File: src/rtl/mem_access_pkg.sv
// Shared constants and types for the memory stage: widths, control field positions,
// funct3 encodings and the access FSM state type.
package mem_access_pkg;

  localparam int unsigned DATA_W    = 32;
  localparam int unsigned REGS_W    = 5;
  localparam int unsigned WB_CTRL_W = 2;
  localparam int unsigned CTRL_W    = 5;
  localparam int unsigned STRB_W    = DATA_W / 8;

  // Field positions inside MEM_ctrl_in = {mem_read, mem_write, funct3}
  localparam int unsigned CTRL_RD_BIT = 4;
  localparam int unsigned CTRL_WR_BIT = 3;

  localparam logic [2:0] F3_LB  = 3'b000;
  localparam logic [2:0] F3_LH  = 3'b001;
  localparam logic [2:0] F3_LW  = 3'b010;
  localparam logic [2:0] F3_LBU = 3'b100;
  localparam logic [2:0] F3_LHU = 3'b101;
  localparam logic [2:0] F3_SB  = 3'b000;
  localparam logic [2:0] F3_SH  = 3'b001;
  localparam logic [2:0] F3_SW  = 3'b010;

  typedef enum logic [1:0] {
    ST_IDLE = 2'd0,
    ST_BUSY = 2'd1,
    ST_DONE = 2'd2
  } state_t;

endpackage

File: src/rtl/mem_align.sv
// Combinational lane steering for stores, load extraction/extension, and the
// misaligned/illegal access check.
module mem_align
  import mem_access_pkg::*;
(
  input  logic [1:0]        addr_lo,
  input  logic [2:0]        funct3,
  input  logic              is_read,
  input  logic              is_write,
  input  logic [DATA_W-1:0] store_data,
  output logic [DATA_W-1:0] wdata,
  output logic [STRB_W-1:0] wstrb,
  output logic              fault,
  input  logic [1:0]        ld_addr_lo,
  input  logic [2:0]        ld_funct3,
  input  logic [DATA_W-1:0] rdata,
  output logic [DATA_W-1:0] load_data
);

  logic [7:0]  ld_byte;
  logic [15:0] ld_half;

  // Store data replication and byte strobes
  always_comb begin
    wdata = store_data;
    wstrb = '0;
    if (is_write) begin
      case (funct3)
        F3_SB: begin
          wdata = {4{store_data[7:0]}};
          wstrb = 4'b0001 << addr_lo;
        end
        F3_SH: begin
          wdata = {2{store_data[15:0]}};
          wstrb = 4'b0011 << {addr_lo[1], 1'b0};
        end
        F3_SW:   wstrb = 4'b1111;
        default: wstrb = '0;
      endcase
    end
  end

  // Unsupported funct3 values are reported through the same flag as misalignment
  always_comb begin
    fault = 1'b0;
    if (is_read) begin
      case (funct3)
        F3_LB, F3_LBU: fault = 1'b0;
        F3_LH, F3_LHU: fault = addr_lo[0];
        F3_LW:         fault = |addr_lo;
        default:       fault = 1'b1;
      endcase
    end else if (is_write) begin
      case (funct3)
        F3_SB:   fault = 1'b0;
        F3_SH:   fault = addr_lo[0];
        F3_SW:   fault = |addr_lo;
        default: fault = 1'b1;
      endcase
    end
  end

  assign ld_byte = rdata[{ld_addr_lo, 3'b000} +: 8];
  assign ld_half = rdata[{ld_addr_lo[1], 4'b0000} +: 16];

  always_comb begin
    load_data = rdata;
    case (ld_funct3)
      F3_LB:   load_data = {{(DATA_W-8){ld_byte[7]}}, ld_byte};
      F3_LBU:  load_data = {{(DATA_W-8){1'b0}}, ld_byte};
      F3_LH:   load_data = {{(DATA_W-16){ld_half[15]}}, ld_half};
      F3_LHU:  load_data = {{(DATA_W-16){1'b0}}, ld_half};
      default: load_data = rdata;
    endcase
  end

endmodule

File: src/rtl/mem_access.sv
// Memory pipeline stage: issues loads/stores on the req/ack data-memory port,
// stalls upstream while an access is in flight and feeds MEM_WB.
module mem_access
  import mem_access_pkg::*;
(
  input  logic                 clk,
  input  logic                 rst,
  input  logic [DATA_W-1:0]    addr_in,
  input  logic [DATA_W-1:0]    store_data_in,
  input  logic [DATA_W-1:0]    pc_4_in,
  input  logic [REGS_W-1:0]    rd_in,
  input  logic [CTRL_W-1:0]    MEM_ctrl_in,
  input  logic [WB_CTRL_W-1:0] WB_ctrl_in,
  output logic [DATA_W-1:0]    addr_out,
  output logic [DATA_W-1:0]    data_out,
  output logic [DATA_W-1:0]    pc_4_out,
  output logic [REGS_W-1:0]    rd_out,
  output logic [WB_CTRL_W-1:0] WB_ctrl_out,
  output logic                 mem_stall,
  output logic                 misalign,
  output logic                 dmem_req,
  output logic                 dmem_we,
  output logic [DATA_W-1:0]    dmem_addr,
  output logic [DATA_W-1:0]    dmem_wdata,
  output logic [STRB_W-1:0]    dmem_wstrb,
  input  logic [DATA_W-1:0]    dmem_rdata,
  input  logic                 dmem_ack
);

  state_t              state;
  logic [DATA_W-1:0]   cap_addr;
  logic [DATA_W-1:0]   cap_wdata;
  logic [STRB_W-1:0]   cap_wstrb;
  logic                cap_we;
  logic [2:0]          cap_f3;
  logic [DATA_W-1:0]   rdata_q;

  logic                is_read;
  logic                is_write;
  logic                has_op;
  logic                fault;
  logic                accept;
  logic [DATA_W-1:0]   st_wdata;
  logic [STRB_W-1:0]   st_wstrb;
  logic [DATA_W-1:0]   ld_data;

  // A simultaneous read+write is treated as a read
  assign is_read  = MEM_ctrl_in[CTRL_RD_BIT];
  assign is_write = MEM_ctrl_in[CTRL_WR_BIT] & ~is_read;
  assign has_op   = is_read | is_write;
  assign accept   = (state == ST_IDLE) & has_op & ~fault;

  mem_align u_align (
    .addr_lo    (addr_in[1:0]),
    .funct3     (MEM_ctrl_in[2:0]),
    .is_read    (is_read),
    .is_write   (is_write),
    .store_data (store_data_in),
    .wdata      (st_wdata),
    .wstrb      (st_wstrb),
    .fault      (fault),
    .ld_addr_lo (cap_addr[1:0]),
    .ld_funct3  (cap_f3),
    .rdata      (dmem_rdata),
    .load_data  (ld_data)
  );

  // Access FSM with capture of the request fields
  always_ff @(posedge clk or negedge rst) begin
    if (!rst) begin
      state     <= ST_IDLE;
      cap_addr  <= '0;
      cap_wdata <= '0;
      cap_wstrb <= '0;
      cap_we    <= 1'b0;
      cap_f3    <= '0;
      rdata_q   <= '0;
    end else begin
      case (state)
        ST_IDLE: begin
          if (accept) begin
            cap_addr  <= addr_in;
            cap_wdata <= st_wdata;
            cap_wstrb <= st_wstrb;
            cap_we    <= is_write;
            cap_f3    <= MEM_ctrl_in[2:0];
            state     <= ST_BUSY;
          end
        end
        ST_BUSY: begin
          if (dmem_ack) begin
            rdata_q <= cap_we ? '0 : ld_data;
            state   <= ST_DONE;
          end
        end
        ST_DONE: state <= ST_IDLE;
        default: state <= ST_IDLE;
      endcase
    end
  end

  // Memory port driven from captured fields so they hold stable until ack
  assign dmem_req   = (state == ST_BUSY);
  assign dmem_we    = dmem_req & cap_we;
  assign dmem_wstrb = dmem_req ? cap_wstrb : '0;
  assign dmem_addr  = {cap_addr[DATA_W-1:2], 2'b00};
  assign dmem_wdata = cap_wdata;

  // Stall is gated by reset so it drops immediately even with an op still held
  assign mem_stall = rst & (accept | (state == ST_BUSY));
  assign misalign  = (state == ST_IDLE) & has_op & fault;

  assign addr_out = addr_in;
  assign pc_4_out = pc_4_in;
  assign rd_out   = rd_in;

  // Writeback control is squashed into a bubble until the result is presented
  always_comb begin
    WB_ctrl_out = WB_ctrl_in;
    data_out    = '0;
    case (state)
      ST_IDLE: if (has_op) WB_ctrl_out = '0;
      ST_BUSY: WB_ctrl_out = '0;
      ST_DONE: data_out = rdata_q;
      default: WB_ctrl_out = '0;
    endcase
  end

endmodule

File: config.mk
export PLATFORM = sky130hd
export DESIGN_NAME = mem_access
export DESIGN_NICKNAME = d
export VERILOG_FILES = /design/src/rtl/mem_access_pkg.sv /design/src/rtl/mem_align.sv /design/src/rtl/mem_access.sv
export SDC_FILE = /design/constraint.sdc
export NUM_CORES = 1
export LEC_CHECK = 0
export ABC_CLOCK_PERIOD_IN_PS = 2500
export CORE_MARGIN = 5
export CORE_UTILIZATION = 40
export CTS_CLUSTER_DIAMETER = 30
export CTS_CLUSTER_SIZE = 40
export DETAILED_ROUTE_END_ITERATION = 10
export GPL_TIMING_DRIVEN = 1
export MAX_ROUTING_LAYER = met4
export PLACE_DENSITY = 0.93
export SETUP_SLACK_MARGIN = 0.02
export SLEW_MARGIN = 10
export SYNTH_ARGS = -nofsm -noshare
export SYNTH_HDL_FRONTEND = slang
export SYNTH_SLANG_ARGS = --single-unit
File: constraint.sdc
create_clock -name clk -period 2.5 [get_ports clk]
set_clock_uncertainty 0.1 [all_clocks]
set_input_delay 0.25 -clock clk [delete_from_list [all_inputs] [get_ports clk]]
set_output_delay 0.25 -clock clk [all_outputs]
set_load 0.02 [all_outputs]
## Word-level counts from Yosys, hierarchy flattened

Index checks and enable logic that the tools add are counted.

- Equality and inequality tests: 11
- Shift operators: 4
- Multiplexer cells: 17
- Bitwise logic cells: 10
- Reduce and logical (&&, ||, !) cells: 9

Operators with widths:

| kind | number |
|---|---|
| $pmux W32 S4 | 1 |
| $mux W32 | 3 |
| $pmux W32 S2 | 1 |
| $shiftx A32 B6 Y16 | 1 |
| $shiftx A32 B6 Y8 | 1 |
| $eq A3 B3 Y1 const B | 4 |
| $pmux W4 S3 | 1 |
| $mux W4 | 2 |
| $pmux W2 S2 | 2 |
| $and A1 B1 Y1 | 6 |
| $eq A3 B1 Y1 const B | 2 |
| $logic_not A3 Y1 | 2 |
| $mux W2 | 3 |
| $pmux W1 S3 | 2 |
| $reduce_and A2 Y1 | 3 |
| $reduce_or A2 Y1 | 3 |
| $shl A1 B2 Y4 const A | 1 |
| $shl A2 B2 Y4 const A | 1 |
| $eq A3 B2 Y1 const B | 1 |
| $eq A2 B1 Y1 const B | 1 |
| $eq A2 B2 Y1 const B | 1 |
| $logic_not A2 Y1 | 1 |
| $mux W1 | 2 |
| $ne A2 B1 Y1 const B | 1 |
| 3 further kinds | 5 |

- Register bits: 106
- Bits of input ports: 143
- Output and inout port bits: 175
- Word-level logic and storage cells: 58

## Depth between registers and ports, before layout

Gate-level depths: netlist of the first run.

- Word-level depth: 8
- Mapped depth: 6
- Depth with buffers taken out: 4

## Modules after synthesis

From an unflattened synthesis of the first run, not the netlist that was laid out.

- Cells, all modules: 646
- Area, all modules: 6,495.0 um2

By module, submodules not included:

| module | times used | cells each | area an instance (um2) | sequential area each (um2) |
|---|---|---|---|---|
| mem_access | 1 | 449 | 5,166.2 | 2,652.5 |
| mem_align | 1 | 197 | 1,328.8 | 0.0 |

## Worst setup path after synthesis of the first run

No wires, ideal clock.

- Path type: input-to-reg
- From: input MEM_ctrl_in[1]
- To: register cap_wdata[20], in the netlist dmem_wdata[20]
- Arrival: 1.787 ns
- Required time: 2.275 ns
- Slack: 0.488 ns
- Cell stages on the path: 5
- Buffers on the path: 2
- Cells stage by stage: buf_6 > nor4b_2 > clkbuf_1 > mux2_2 > mux2_2

- Word-level cells in the longest chain between the ends: 7

Ends and longest elaborated chain:

| item | RTL line | RTL |
|---|---|---|
| from (decl) | mem_access.sv:12 | `input logic [CTRL_W-1:0] MEM_ctrl_in,` |
| $eq A3 B2 Y1, or another cell as far along | mem_align.sv:47, mem_align.sv:54 |  |
| $pmux W1 S3 or $reduce_or A2 Y1 (tied branches) | mem_align.sv:54, mem_align.sv:47 |  |
| $mux W1 or $pmux W1 S3 (tied branches) | mem_align.sv:53, mem_align.sv:47 |  |
| $mux W1 | mem_align.sv:46 | `if (is_read) begin` |
| $not A1 Y1 | mem_access.sv:51 | `assign accept = (state == ST_IDLE) & has_op & ~fault;` |
| $and A1 B1 Y1 | mem_access.sv:51 |  |
| $reduce_and A2 Y1 (no line) | - |  |
| to (signal assigned) | mem_access.sv:83 | `cap_wdata <= st_wdata;` |
| to (decl) | mem_access.sv:32 | `logic [DATA_W-1:0] cap_wdata;` |

Several ways; a longest one is shown, not always the timed one.
A chain may end at the register's enable or synchronous reset.

## Worst setup path in the final report of the first run

- From: register state[0]
- To: output dmem_we

- Word-level cells in the longest chain between the ends: 2

Ends and longest elaborated chain:

| item | RTL line | RTL |
|---|---|---|
| from (decl) | mem_access.sv:30 | `state_t state;` |
| from (signal assigned) | mem_access.sv:71 | `state <= ST_IDLE;` |
| from (signal assigned) | mem_access.sv:87 | `state <= ST_BUSY;` |
| from (signal assigned) | mem_access.sv:93 | `state <= ST_DONE;` |
| $eq A2 B1 Y1 | mem_access.sv:103 | `assign dmem_req = (state == ST_BUSY);` |
| $and A1 B1 Y1 | mem_access.sv:104 | `assign dmem_we = dmem_req & cap_we;` |
| to (decl) | mem_access.sv:22 | `output logic dmem_we,` |

No other way between the ends.

==> flow_summary.html, run 1 <==
<table>
<tr><th>Metric</th><th>Value</th></tr>
<tr><th colspan="2">Floorplanning</th></tr>
<tr><td>Number of rows in the core area</td><td>45</td></tr>
<tr><td>Starting density of the core</td><td>40.4%</td></tr>
<tr><td>Die height</td><td>~130 µm</td></tr>
<tr><td>Number of primary I/O pins</td><td>318</td></tr>
<tr><td>Area of the core</td><td>approximately 0.015 mm²</td></tr>
<tr><td>Floorplan die width</td><td>134 µm</td></tr>
<tr><td>Total die area</td><td>about 0.018 mm²</td></tr>
<tr><th colspan="2">Yosys</th></tr>
<tr><td>Sequential share of the synthesized area</td><td>between 40% and 50%</td></tr>
<tr><td>Mapped Cells</td><td>560</td></tr>
<tr><td>Post-synthesis async set-or-reset flop share</td><td>100%</td></tr>
<tr><td>Synthesized area per cell</td><td>10.9 µm²</td></tr>
<tr><td>Yosys Warn Count</td><td>0</td></tr>
<tr><td>Post-synthesis instance area</td><td>around 0.006 mm²</td></tr>
<tr><td>Leading register cell type out of synthesis</td><td>sky130_fd_sc_hd__dfrtp_1</td></tr>
<tr><td>Number of enable-type register cells in the synthesized netlist</td><td>0</td></tr>
<tr><td>Total of flip-flops plus latches after synthesis</td><td>106</td></tr>
<tr><td>Number of distinct library cells after synthesis</td><td>44</td></tr>
<tr><th colspan="2">Setup path</th></tr>
<tr><td>Required time of the critical path</td><td>between 2 and 2.5 ns</td></tr>
<tr><td>Reg-to-Reg Start</td><td>state[0]$_DFFE_PN0P_</td></tr>
<tr><td>Crit end category</td><td>primary output</td></tr>
<tr><td>Critical Path Fanout Max</td><td>6</td></tr>
<tr><td>R2R setup slack</td><td>about 0.5 ns</td></tr>
<tr><td>Critical path buffer and inverter count</td><td>2</td></tr>
<tr><td>Delay of the slowest critical-path stage</td><td>0.61 ns</td></tr>
<tr><td>Endpoint of the worst register-to-register path</td><td>cap_addr[30]$_DFFE_PN0P_</td></tr>
<tr><td>Largest delay contributor family on the critical path</td><td>buffers and inverters</td></tr>
<tr><td>Depth of the most critical reg-to-reg path</td><td>4</td></tr>
<tr><td>CP cell instances</td><td>nor2b_2 -&gt; buf_4 -&gt; and2_1 -&gt; clkdlybuf4s50_1</td></tr>
<tr><td>Cell with the biggest individual delay on the critical path</td><td>sky130_fd_sc_hd__clkdlybuf4s50_1</td></tr>
<tr><td>Worst Setup Start Kind</td><td>register</td></tr>
<tr><td>Crit path DAT</td><td>~2.0 ns</td></tr>
<tr><td>Kind of critical path</td><td>reg2out</td></tr>
<tr><th colspan="2">Clock network</th></tr>
<tr><td>Level count of the clock H-tree</td><td>3</td></tr>
<tr><td>Post-CTS setup buffer count</td><td>0</td></tr>
<tr><td>Number of buffers added by the clock tree synthesis step</td><td>9</td></tr>
<tr><td>Clock tree sinks</td><td>106</td></tr>
<tr><td>Clock-pin slew on the worst setup and hold paths</td><td>approximately 0.07 ns</td></tr>
<tr><td>Source-to-sink clock delay at the later pin of the worst-skew pair</td><td>0.35 ns</td></tr>
<tr><td>Clock tree from TritonCTS</td><td>yes</td></tr>
<tr><td>Clock tree root driver cell</td><td>sky130_fd_sc_hd__clkbuf_16</td></tr>
<tr><td>Max Buffers Root-to-Sink</td><td>2</td></tr>
<tr><th colspan="2">GRT</th></tr>
<tr><td>GRT Util Overall</td><td>between 10% and 20%</td></tr>
<tr><td>Pin count of the biggest net entering global routing</td><td>between 100 and 150</td></tr>
<tr><td>Via count of the first global-routing pass</td><td>about 5000</td></tr>
<tr><td>Global-route wire length before repair</td><td>around 27 mm</td></tr>
<tr><td>Initial antenna violation count</td><td>0</td></tr>
<tr><td>Overall overflow remaining after global route</td><td>0</td></tr>
<tr><th colspan="2">Routing</th></tr>
<tr><td>Initial detailed-routing violation count</td><td>300</td></tr>
<tr><td>Total iterations of the first detailed-routing run</td><td>5</td></tr>
<tr><td>Via-per-instance ratio</td><td>roughly 5.2</td></tr>
<tr><td>Wire length per cell after detailed routing</td><td>between 15 and 20 µm</td></tr>
<tr><td>WL final</td><td>approximately 17 mm</td></tr>
<tr><td>Remaining routing DRC violations</td><td>0</td></tr>
<tr><td>Vias post-DR</td><td>~4700</td></tr>
<tr><td>Post-route ant nets</td><td>0</td></tr>
<tr><th colspan="2">Timing</th></tr>
<tr><td>Worst-Margin Slew</td><td>about 0.59 ns</td></tr>
<tr><td>Fin Setup TNS</td><td>0 ns</td></tr>
<tr><td>Remaining max-slew budget at the tightest pin</td><td>approximately three fifths</td></tr>
<tr><td>Max-slew violation count</td><td>0</td></tr>
<tr><td>Setup repair after global routing missed its margin</td><td>no</td></tr>
<tr><td>Count of final setup violators</td><td>0</td></tr>
<tr><td>Number of failing hold endpoints at the final stage</td><td>0</td></tr>
<tr><td>F_max</td><td>423 MHz</td></tr>
<tr><td>Fin crit period</td><td>about 2.4 ns</td></tr>
<tr><td>Final critical-path share of the clock period</td><td>94.5%</td></tr>
<tr><td>Final hold slack</td><td>between 0.3 and 0.4 ns</td></tr>
<tr><th colspan="2">Run status</th></tr>
<tr><td>Run status</td><td>finished clean</td></tr>
<tr><th colspan="2">Cells and area</th></tr>
<tr><td>Final standard cell utilization of the core</td><td>between 50% and 60%</td></tr>
<tr><td>Final instance area</td><td>0.00835 mm²</td></tr>
<tr><td>Growth of design area from synthesis to finish</td><td>36.9%</td></tr>
<tr><td>Fraction of layout cells with a size suffix above 1</td><td>between 20% and 30%</td></tr>
<tr><td>Most common library cell in the layout ignoring fill and taps</td><td>sky130_fd_sc_hd__clkdlybuf4s50_1</td></tr>
<tr><td>Total Nets Final</td><td>853</td></tr>
<tr><td>Antenna Cells</td><td>0</td></tr>
<tr><td>Commonest cells after routing, fill and taps aside</td><td>sky130_fd_sc_hd__clkdlybuf4s50_1 (237), sky130_fd_sc_hd__dfrtp_1 (105), sky130_fd_sc_hd__mux2_2 (77)</td></tr>
<tr><td>Cell Count, Final, Fillers Out</td><td>~900</td></tr>
<tr><th colspan="2">Pwr</th></tr>
<tr><td>Worst IR Drop VDD</td><td>around 650 µV</td></tr>
<tr><td>Leak</td><td>roughly 3.6 nW</td></tr>
<tr><td>Power per standard cell area</td><td>~1000 mW/mm²</td></tr>
<tr><th colspan="2">Place</th></tr>
<tr><td>Placed Cells</td><td>roughly 890</td></tr>
<tr><td>Input/output buffers</td><td>around 240</td></tr>
<tr><td>Placed Area</td><td>around 0.0081 mm²</td></tr>
<tr><td>HPWL after DPL</td><td>~13 mm</td></tr>
<tr><td>Gpl congestion</td><td>approximately 0.93</td></tr>
<tr><th colspan="2">Hold path</th></tr>
<tr><td>Cell depth of the worst min-delay path</td><td>1</td></tr>
<tr><td>Endpoint with the worst hold slack</td><td>rdata_q[14]$_DFFE_PN0P_</td></tr>
<tr><td>Type of the tightest min-delay check</td><td>reg2reg</td></tr>
<tr><td>Beginning of the worst hold path</td><td>rdata_q[14]$_DFFE_PN0P_</td></tr>
<tr><th colspan="2">Job</th></tr>
<tr><td>Maxcap violations</td><td>0</td></tr>
</table>
## synthesized netlist by cell type, types with 2 or more instances
cell | n | area [µm²]
sky130_fd_sc_hd__mux4_2 | 2 | 45.0
sky130_fd_sc_hd__o221ai_1 | 6 | 52.6
sky130_fd_sc_hd__o32ai_1 | 2 | 17.5
sky130_fd_sc_hd__o21ai_0 | 18 | 90.1
sky130_fd_sc_hd__mux2_2 | 77 | 867
sky130_fd_sc_hd__nand2_1 | 35 | 131
sky130_fd_sc_hd__dfrtp_1 | 106 | 2650
sky130_fd_sc_hd__nor2b_1 | 2 | 12.5
sky130_fd_sc_hd__a22oi_1 | 16 | 120
sky130_fd_sc_hd__nor3_1 | 2 | 10.0
sky130_fd_sc_hd__mux2i_1 | 10 | 100
sky130_fd_sc_hd__buf_4 | 101 | 758
sky130_fd_sc_hd__a21oi_1 | 23 | 115
sky130_fd_sc_hd__o41ai_1 | 2 | 17.5
sky130_fd_sc_hd__inv_1 | 9 | 33.8
sky130_fd_sc_hd__and2_1 | 40 | 250
sky130_fd_sc_hd__nor2_1 | 29 | 109
sky130_fd_sc_hd__buf_6 | 11 | 124
sky130_fd_sc_hd__mux2_4 | 15 | 225
sky130_fd_sc_hd__nand2b_1 | 4 | 25.0
sky130_fd_sc_hd__a21o_1 | 10 | 75.1
sky130_fd_sc_hd__clkbuf_1 | 18 | 67.6
## area by class of cell
class,instances,area (µm²)
Clock buffer,9,225
Clock inverter,7,62.6
Fill cell,1266,6740
Inverter,9,33.8
Multi-Input combinational cell,316,2480
Sequential cell,106,2650
Tap cell,188,235
Timing Repair Buffer,268,2660
## how the worst max path moves through the flow
stage,startpoint,to,slack [ns],cells past startpoint
floorplan,MEM_ctrl_in[1],dmem_wdata[20]$_DFFE_PN0P_,0.49,5
global placement,MEM_ctrl_in[0],dmem_wdata[27]$_DFFE_PN0P_,-0.0007,7
detailed placement,MEM_ctrl_in[0],cap_addr[22]$_DFFE_PN0P_,-0.11,7
CTS,state[1]$_DFFE_PN0P_,data_out[23],0.1,4
global route,state[0]$_DFFE_PN0P_,dmem_we,0.05,4
finish,state[0]$_DFFE_PN0P_,dmem_we,0.14,4
## worst reg2reg max path: cells and delay by family, from the launching register on
kind / cells / cell delay (ns)
buffers and inverters: 1 / 0.29
AND/OR/NAND/NOR: 2 / 0.59
multiplexers: 1 / 0.44
flip-flops: 1 / 0.46
## flip-flops by register name (all words and copies together) (netlist names)
| signal | cells |
|---|---|
| cap_addr | 32 |
| state | 2 |
| rdata_q | 32 |
| dmem_wdata | 32 |
| cap_wstrb | 4 |
| cap_we | 1 |
| cap_f3 | 3 |
## through the flow
| stage | setup slack [ns] | total power [mW] |
|---|---|---|
| 6_report | 0.137 | 8.39 |
| 5_1_grt | 0.0510 | 8.87 |
| 4_1_cts | 0.0991 | 8.47 |
| 3_5_place_dp | -0.108 | 7.04 |
| 3_3_place_gp | -0.000745 | 6.92 |
| 2_1_floorplan | 0.488 | 5.57 |
## where the power goes
part           switching, mW  leakage [nW]  internal [mW]
Sequential             0.484          1.28           2.49
Clock                  0.695         0.132          0.696
Combinational           1.94          2.18           2.09
Total                   3.12          3.59           5.28
## logic make-up after synthesis
family | Yosys count | synth area share (%)
other | 1 | 0.0615
buffers and inverters | 139 | 16.1
AND/OR/NAND/NOR | 124 | 10.6
AO/OA/AOI/OAI | 86 | 9.41
flip-flops | 106 | 43.5
multiplexers | 104 | 20.3
## metal layers
layer,up-vias,track usage (%),wire [µm]
met2,253,32.5,8570
met3,26,5.82,1520
met5,-,-,0
met4,0,6.11,272
met1,2296,22.5,6740
li1,2132,-,-
## timing repair
item / 4_1_cts / 5_1_grt
resized for setup: 3 / 2
endpoints found under the setup margin: 3 / 24
hold buffers: 1 / 0
hold endpoints to repair: 106 / 0
Note: power is estimated with default switching activity, not from simulation.
==> run 2: changes to the inputs <==
Settings changed: ABC_AREA set to 1, CORE_UTILIZATION 40 to 30, PLACE_DENSITY 0.93 to 0.73, SYNTH_HIERARCHICAL set to 1.
==> run 2 against run 1 <==
  * Sequential cell count is the same
  * Hold slack lost 0.029 ns
  * Largest power group unchanged
  * Count of clock-buffer cells in the layout increased by 3
  * Highest routed layer unchanged
  * Clock power grew 12%
  * Combinational power increased by 31%
  * Critical path depth grew 6
  * Fmax grew 0.66%
==> flow_summary.html, run 2 <==
<table>
<tr><th>Metric</th><th>Value</th></tr>
<tr><th colspan="2">Floorplanning</th></tr>
<tr><td>Number of primary I/O pins</td><td>318 (unchanged)</td></tr>
<tr><td>Starting density of the core</td><td>30.1% (-10 points)</td></tr>
<tr><td>Number of rows in the core area</td><td>56 (+24%)</td></tr>
<tr><td>Floorplan die width</td><td>163 µm (+22%)</td></tr>
<tr><td>Total die area</td><td>0.0265 mm² (+49%)</td></tr>
<tr><td>Die height</td><td>163 µm (+22%)</td></tr>
<tr><td>Area of the core</td><td>0.0233 mm² (+54%)</td></tr>
<tr><th colspan="2">Pwr</th></tr>
<tr><td>Worst IR Drop VDD</td><td>533 µV (-18%)</td></tr>
<tr><td>Power per standard cell area</td><td>1060 mW/mm² (+5.3%)</td></tr>
<tr><td>Leak</td><td>4.60 nW (+28%)</td></tr>
<tr><td>Power consumption</td><td>9.85 mW (+17%)</td></tr>
<tr><th colspan="2">GRT</th></tr>
<tr><td>Overall overflow remaining after global route</td><td>0 (unchanged)</td></tr>
<tr><td>Via count of the first global-routing pass</td><td>6570 (+32%)</td></tr>
<tr><td>Met1 usage in global routing</td><td>21.3% (-1.2 points)</td></tr>
<tr><td>Met2 global-route usage</td><td>26.8% (-5.7 points)</td></tr>
<tr><td>Most congested layer reported by global routing</td><td>met2</td></tr>
<tr><td>Global-route wire length before repair</td><td>35.1 mm (+31%)</td></tr>
<tr><td>Met3 GRT Util</td><td>4.71% (-1.1 points)</td></tr>
<tr><td>Pin count of the biggest net entering global routing</td><td>107 (unchanged)</td></tr>
<tr><td>Initial antenna violation count</td><td>0 (unchanged)</td></tr>
<tr><td>GRT Util Overall</td><td>17.0% (-2.4 points)</td></tr>
<tr><th colspan="2">Setup path</th></tr>
<tr><td>Required time of the critical path</td><td>2.15 ns (about the same)</td></tr>
<tr><td>Endpoint of the worst register-to-register path</td><td>rdata_q[29]$_DFFE_PN0P_</td></tr>
<tr><td>Start point of the critical path</td><td>MEM_ctrl_in[3]</td></tr>
<tr><td>Depth of the most critical reg-to-reg path</td><td>7 (+3)</td></tr>
<tr><td>Cell with the biggest individual delay on the critical path</td><td>sky130_fd_sc_hd__clkdlybuf4s50_1</td></tr>
<tr><td>Worst Setup Start Kind</td><td>input pin</td></tr>
<tr><td>Delay of the slowest critical-path stage</td><td>0.50 ns (-0.11 ns)</td></tr>
<tr><td>R2R setup slack</td><td>0.50 ns (about the same)</td></tr>
<tr><td>CP cell instances</td><td>clkdlybuf4s50_1 -&gt; inv_2 -&gt; nor2_2 -&gt; inv_1 -&gt; nor2_1 -&gt; nand2_1 -&gt; nand2_1 -&gt; inv_2 -&gt; nor4_1 -&gt; dlygate4sd1_1</td></tr>
<tr><td>Critical Path Fanout Max</td><td>4 (-2)</td></tr>
<tr><td>Reg-to-Reg Start</td><td>cap_addr[1]$_DFFE_PN0P_</td></tr>
<tr><td>Kind of critical path</td><td>in2out</td></tr>
<tr><td>Crit path DAT</td><td>2.00 ns (about the same)</td></tr>
<tr><td>Crit end category</td><td>primary output</td></tr>
<tr><th colspan="2">Yosys</th></tr>
<tr><td>Post-synthesis instance area</td><td>0.00701 mm² (+15%)</td></tr>
<tr><td>Largest area contributor in the netlist</td><td>sky130_fd_sc_hd__dfrtp_1</td></tr>
<tr><td>Post-synthesis async set-or-reset flop share</td><td>100% (unchanged)</td></tr>
<tr><td>Library cell with the highest instance count after synthesis</td><td>sky130_fd_sc_hd__nand2_1</td></tr>
<tr><td>Total of flip-flops plus latches after synthesis</td><td>106 (unchanged)</td></tr>
<tr><td>Main area contributors after synthesis</td><td>sky130_fd_sc_hd__dfrtp_1 (38%), sky130_fd_sc_hd__nand2_1 (20%), sky130_fd_sc_hd__buf_4 (12%), sky130_fd_sc_hd__nand4_1 (6.6%), sky130_fd_sc_hd__inv_1 (4.4%)</td></tr>
<tr><td>Ranking of synthesized cells by instance count</td><td>sky130_fd_sc_hd__nand2_1 (376), sky130_fd_sc_hd__buf_4 (111), sky130_fd_sc_hd__dfrtp_1 (106)</td></tr>
<tr><td>Mapped Cells</td><td>993 (+77%)</td></tr>
<tr><td>Yosys Warn Count</td><td>6 (+6)</td></tr>
<tr><td>Number of distinct library cells after synthesis</td><td>33 (-25%)</td></tr>
<tr><td>Synthesized area per cell</td><td>7.06 µm² (-35%)</td></tr>
<tr><td>Proportion of netlist area held by the largest area contributor</td><td>37.8% (-5.6 points)</td></tr>
<tr><td>Leading register cell type out of synthesis</td><td>sky130_fd_sc_hd__dfrtp_1</td></tr>
<tr><td>Sequential share of the synthesized area</td><td>37.8% (-5.6 points)</td></tr>
<tr><td>Number of enable-type register cells in the synthesized netlist</td><td>0 (unchanged)</td></tr>
<tr><th colspan="2">Hold path</th></tr>
<tr><td>Cell depth of the worst min-delay path</td><td>3 (+2)</td></tr>
<tr><td>Endpoint with the worst hold slack</td><td>cap_f3[1]$_DFFE_PN0P_</td></tr>
<tr><td>Type of the tightest min-delay check</td><td>in2reg</td></tr>
<tr><td>Beginning of the worst hold path</td><td>MEM_ctrl_in[1]</td></tr>
<tr><th colspan="2">Clock network</th></tr>
<tr><td>Post-CTS setup buffer count</td><td>0 (unchanged)</td></tr>
<tr><td>Level count of the clock H-tree</td><td>3 (unchanged)</td></tr>
<tr><td>Clock tree sinks</td><td>106 (unchanged)</td></tr>
<tr><td>Number of buffers added by the clock tree synthesis step</td><td>9 (unchanged)</td></tr>
<tr><td>Max Buffers Root-to-Sink</td><td>2 (unchanged)</td></tr>
<tr><td>Source-to-sink clock delay at the later pin of the worst-skew pair</td><td>0.35 ns (about the same)</td></tr>
<tr><td>Clock-pin slew on the worst setup and hold paths</td><td>0.08 ns (about the same)</td></tr>
<tr><td>Clock tree root driver cell</td><td>sky130_fd_sc_hd__clkbuf_16</td></tr>
<tr><td>Clock tree from TritonCTS</td><td>yes</td></tr>
<tr><th colspan="2">Place</th></tr>
<tr><td>Gpl congestion</td><td>0.913 (-2.1%)</td></tr>
<tr><td>Placed Area</td><td>0.00899 mm² (+12%)</td></tr>
<tr><td>Post-Place Worst Slack</td><td>-0.274 ns (-0.166 ns)</td></tr>
<tr><td>Input/output buffers</td><td>241 (unchanged)</td></tr>
<tr><td>HPWL after DPL</td><td>16.0 mm (+23%)</td></tr>
<tr><th colspan="2">Timing</th></tr>
<tr><td>Minimum setup slack in the final design</td><td>0.152 ns (+0.0155 ns)</td></tr>
<tr><td>F_max</td><td>426 MHz (+0.66%)</td></tr>
<tr><td>Count of final setup violators</td><td>0 (unchanged)</td></tr>
<tr><td>Max-slew violation count</td><td>0 (unchanged)</td></tr>
<tr><td>Remaining max-slew budget at the tightest pin</td><td>43.3% (-17 points)</td></tr>
<tr><td>Number of failing hold endpoints at the final stage</td><td>0 (unchanged)</td></tr>
<tr><td>Worst-Margin Slew</td><td>0.851 ns (+0.256 ns)</td></tr>
<tr><td>Setup repair after global routing missed its margin</td><td>no</td></tr>
<tr><td>Final critical-path share of the clock period</td><td>93.9% (-0.62 points)</td></tr>
<tr><td>Fin crit period</td><td>2.35 ns (-0.0155 ns)</td></tr>
<tr><th colspan="2">Cells and area</th></tr>
<tr><td>Total Nets Final</td><td>1255 (+47%)</td></tr>
<tr><td>Most common library cell in the layout ignoring fill and taps</td><td>sky130_fd_sc_hd__nand2_1</td></tr>
<tr><td>Antenna Cells</td><td>0 (unchanged)</td></tr>
<tr><td>Final instance area</td><td>0.00931 mm² (+11%)</td></tr>
<tr><td>Growth of design area from synthesis to finish</td><td>32.8%</td></tr>
<tr><td>Commonest cells after routing, fill and taps aside</td><td>sky130_fd_sc_hd__nand2_1 (374), sky130_fd_sc_hd__clkdlybuf4s50_1 (237), sky130_fd_sc_hd__dfrtp_1 (106)</td></tr>
<tr><td>Fraction of layout cells with a size suffix above 1</td><td>8.06% (-13 points)</td></tr>
<tr><th colspan="2">Routing</th></tr>
<tr><td>Initial detailed-routing violation count</td><td>385 (+28%)</td></tr>
<tr><td>Post-route ant nets</td><td>0 (unchanged)</td></tr>
<tr><td>WL final</td><td>22.4 mm (+31%)</td></tr>
<tr><td>Vias post-DR</td><td>6675 (+42%)</td></tr>
<tr><td>Total iterations of the first detailed-routing run</td><td>5 (unchanged)</td></tr>
<tr><td>Wire length per cell after detailed routing</td><td>15.6 µm (-18%)</td></tr>
<tr><td>Via-per-instance ratio</td><td>4.65 (-11%)</td></tr>
<tr><td>Remaining routing DRC violations</td><td>0 (unchanged)</td></tr>
<tr><th colspan="2">Run status</th></tr>
<tr><td>Run status</td><td>finished clean</td></tr>
<tr><th colspan="2">Job</th></tr>
<tr><td>Maxcap violations</td><td>0 (unchanged)</td></tr>
</table>
run 2: cell count changes after synthesis, moves of 28 or more:
cell                      delta
sky130_fd_sc_hd__and2_1     -40
sky130_fd_sc_hd__mux2_2     -77
sky130_fd_sc_hd__o21ai_1    +33
sky130_fd_sc_hd__nand4_1    +74
sky130_fd_sc_hd__nand2_1   +341
sky130_fd_sc_hd__inv_1      +74
sky130_fd_sc_hd__nand3_1    +28
run 2: area by class of cell:
class                   instances  area, µm²
clock buffers                  12        236
multi-input cells             631       2910
inverters                      92        345
flip-flops and latches        106       2650
repair buffers                272       2690
well taps                     319        399
fillers                      2468      14000
clock inverters                 4       76.3
run 2: cell families (layout without fill, tap and decap cells):
family                 after synthesis  count (layout)  synth area share (%)
and+or+nand+nor                    570             570                  36.7
DFF                                106             106                  37.8
AOI/OAI and AO/OA                   59              59                  4.37
buffers and inverters              257             380                  21.0
other                                1               2                0.0535
run 2: worst max-delay path by stage:
stage                     to  slack [ns]  depth (start not counted)
floorplan           misalign        0.49                          9
global placement    misalign       -0.27                         10
detailed placement  misalign       -0.27                         10
CTS                 misalign        0.02                         10
global route        misalign        0.01                         10
finish              misalign        0.15                         10
run 2: report_power, final:
group / switching (mW) / internal, mW
clock: 0.670 / 0.883
sequential: 0.545 / 2.49
combinational: 3.14 / 2.12
run 2: per-stage QoR:
step                      setup TNS (ns)  std cells  hold slack, ns  utilization, %
after detailed placement           -2.82       1419           0.331            38.6
after floorplan                        0        994          -0.146               -
final                                  0       1436           0.344            40.0
after global placement             -2.31       1419           0.332            38.6
after CTS                              0       1436           0.317            40.0
after global routing                   0       1436           0.343            40.0
run 2: routing by layer:
| metal | vias to the layer above | part of all wire [%] |
|---|---|---|
| met5 | - | 0 |
| met4 | 0 | 2.2 |
| met3 | 32 | 8.4 |
| met2 | 281 | 47 |
| met1 | 3113 | 43 |
| li1 | 3249 | - |
run 2: repair_timing:
action,in CTS,in global routing
gates resized for setup,3,3
hold buffers,1,0
endpoints found under the hold margin,106,0
endpoints found under the setup margin,2,1
run 2: worst max-delay path, delay by kind of cell:
kind / cells / cell delay [ns]
and+or+nand+nor: 5 / 0.65
buffers and inverters: 5 / 1.09
==> run 3: changes to the inputs <==
Settings changed: SLEW_MARGIN 10 to unset.
==> results of run 3 <==
Same layout as run 2: the final DEF is identical, and so are final timing and power.
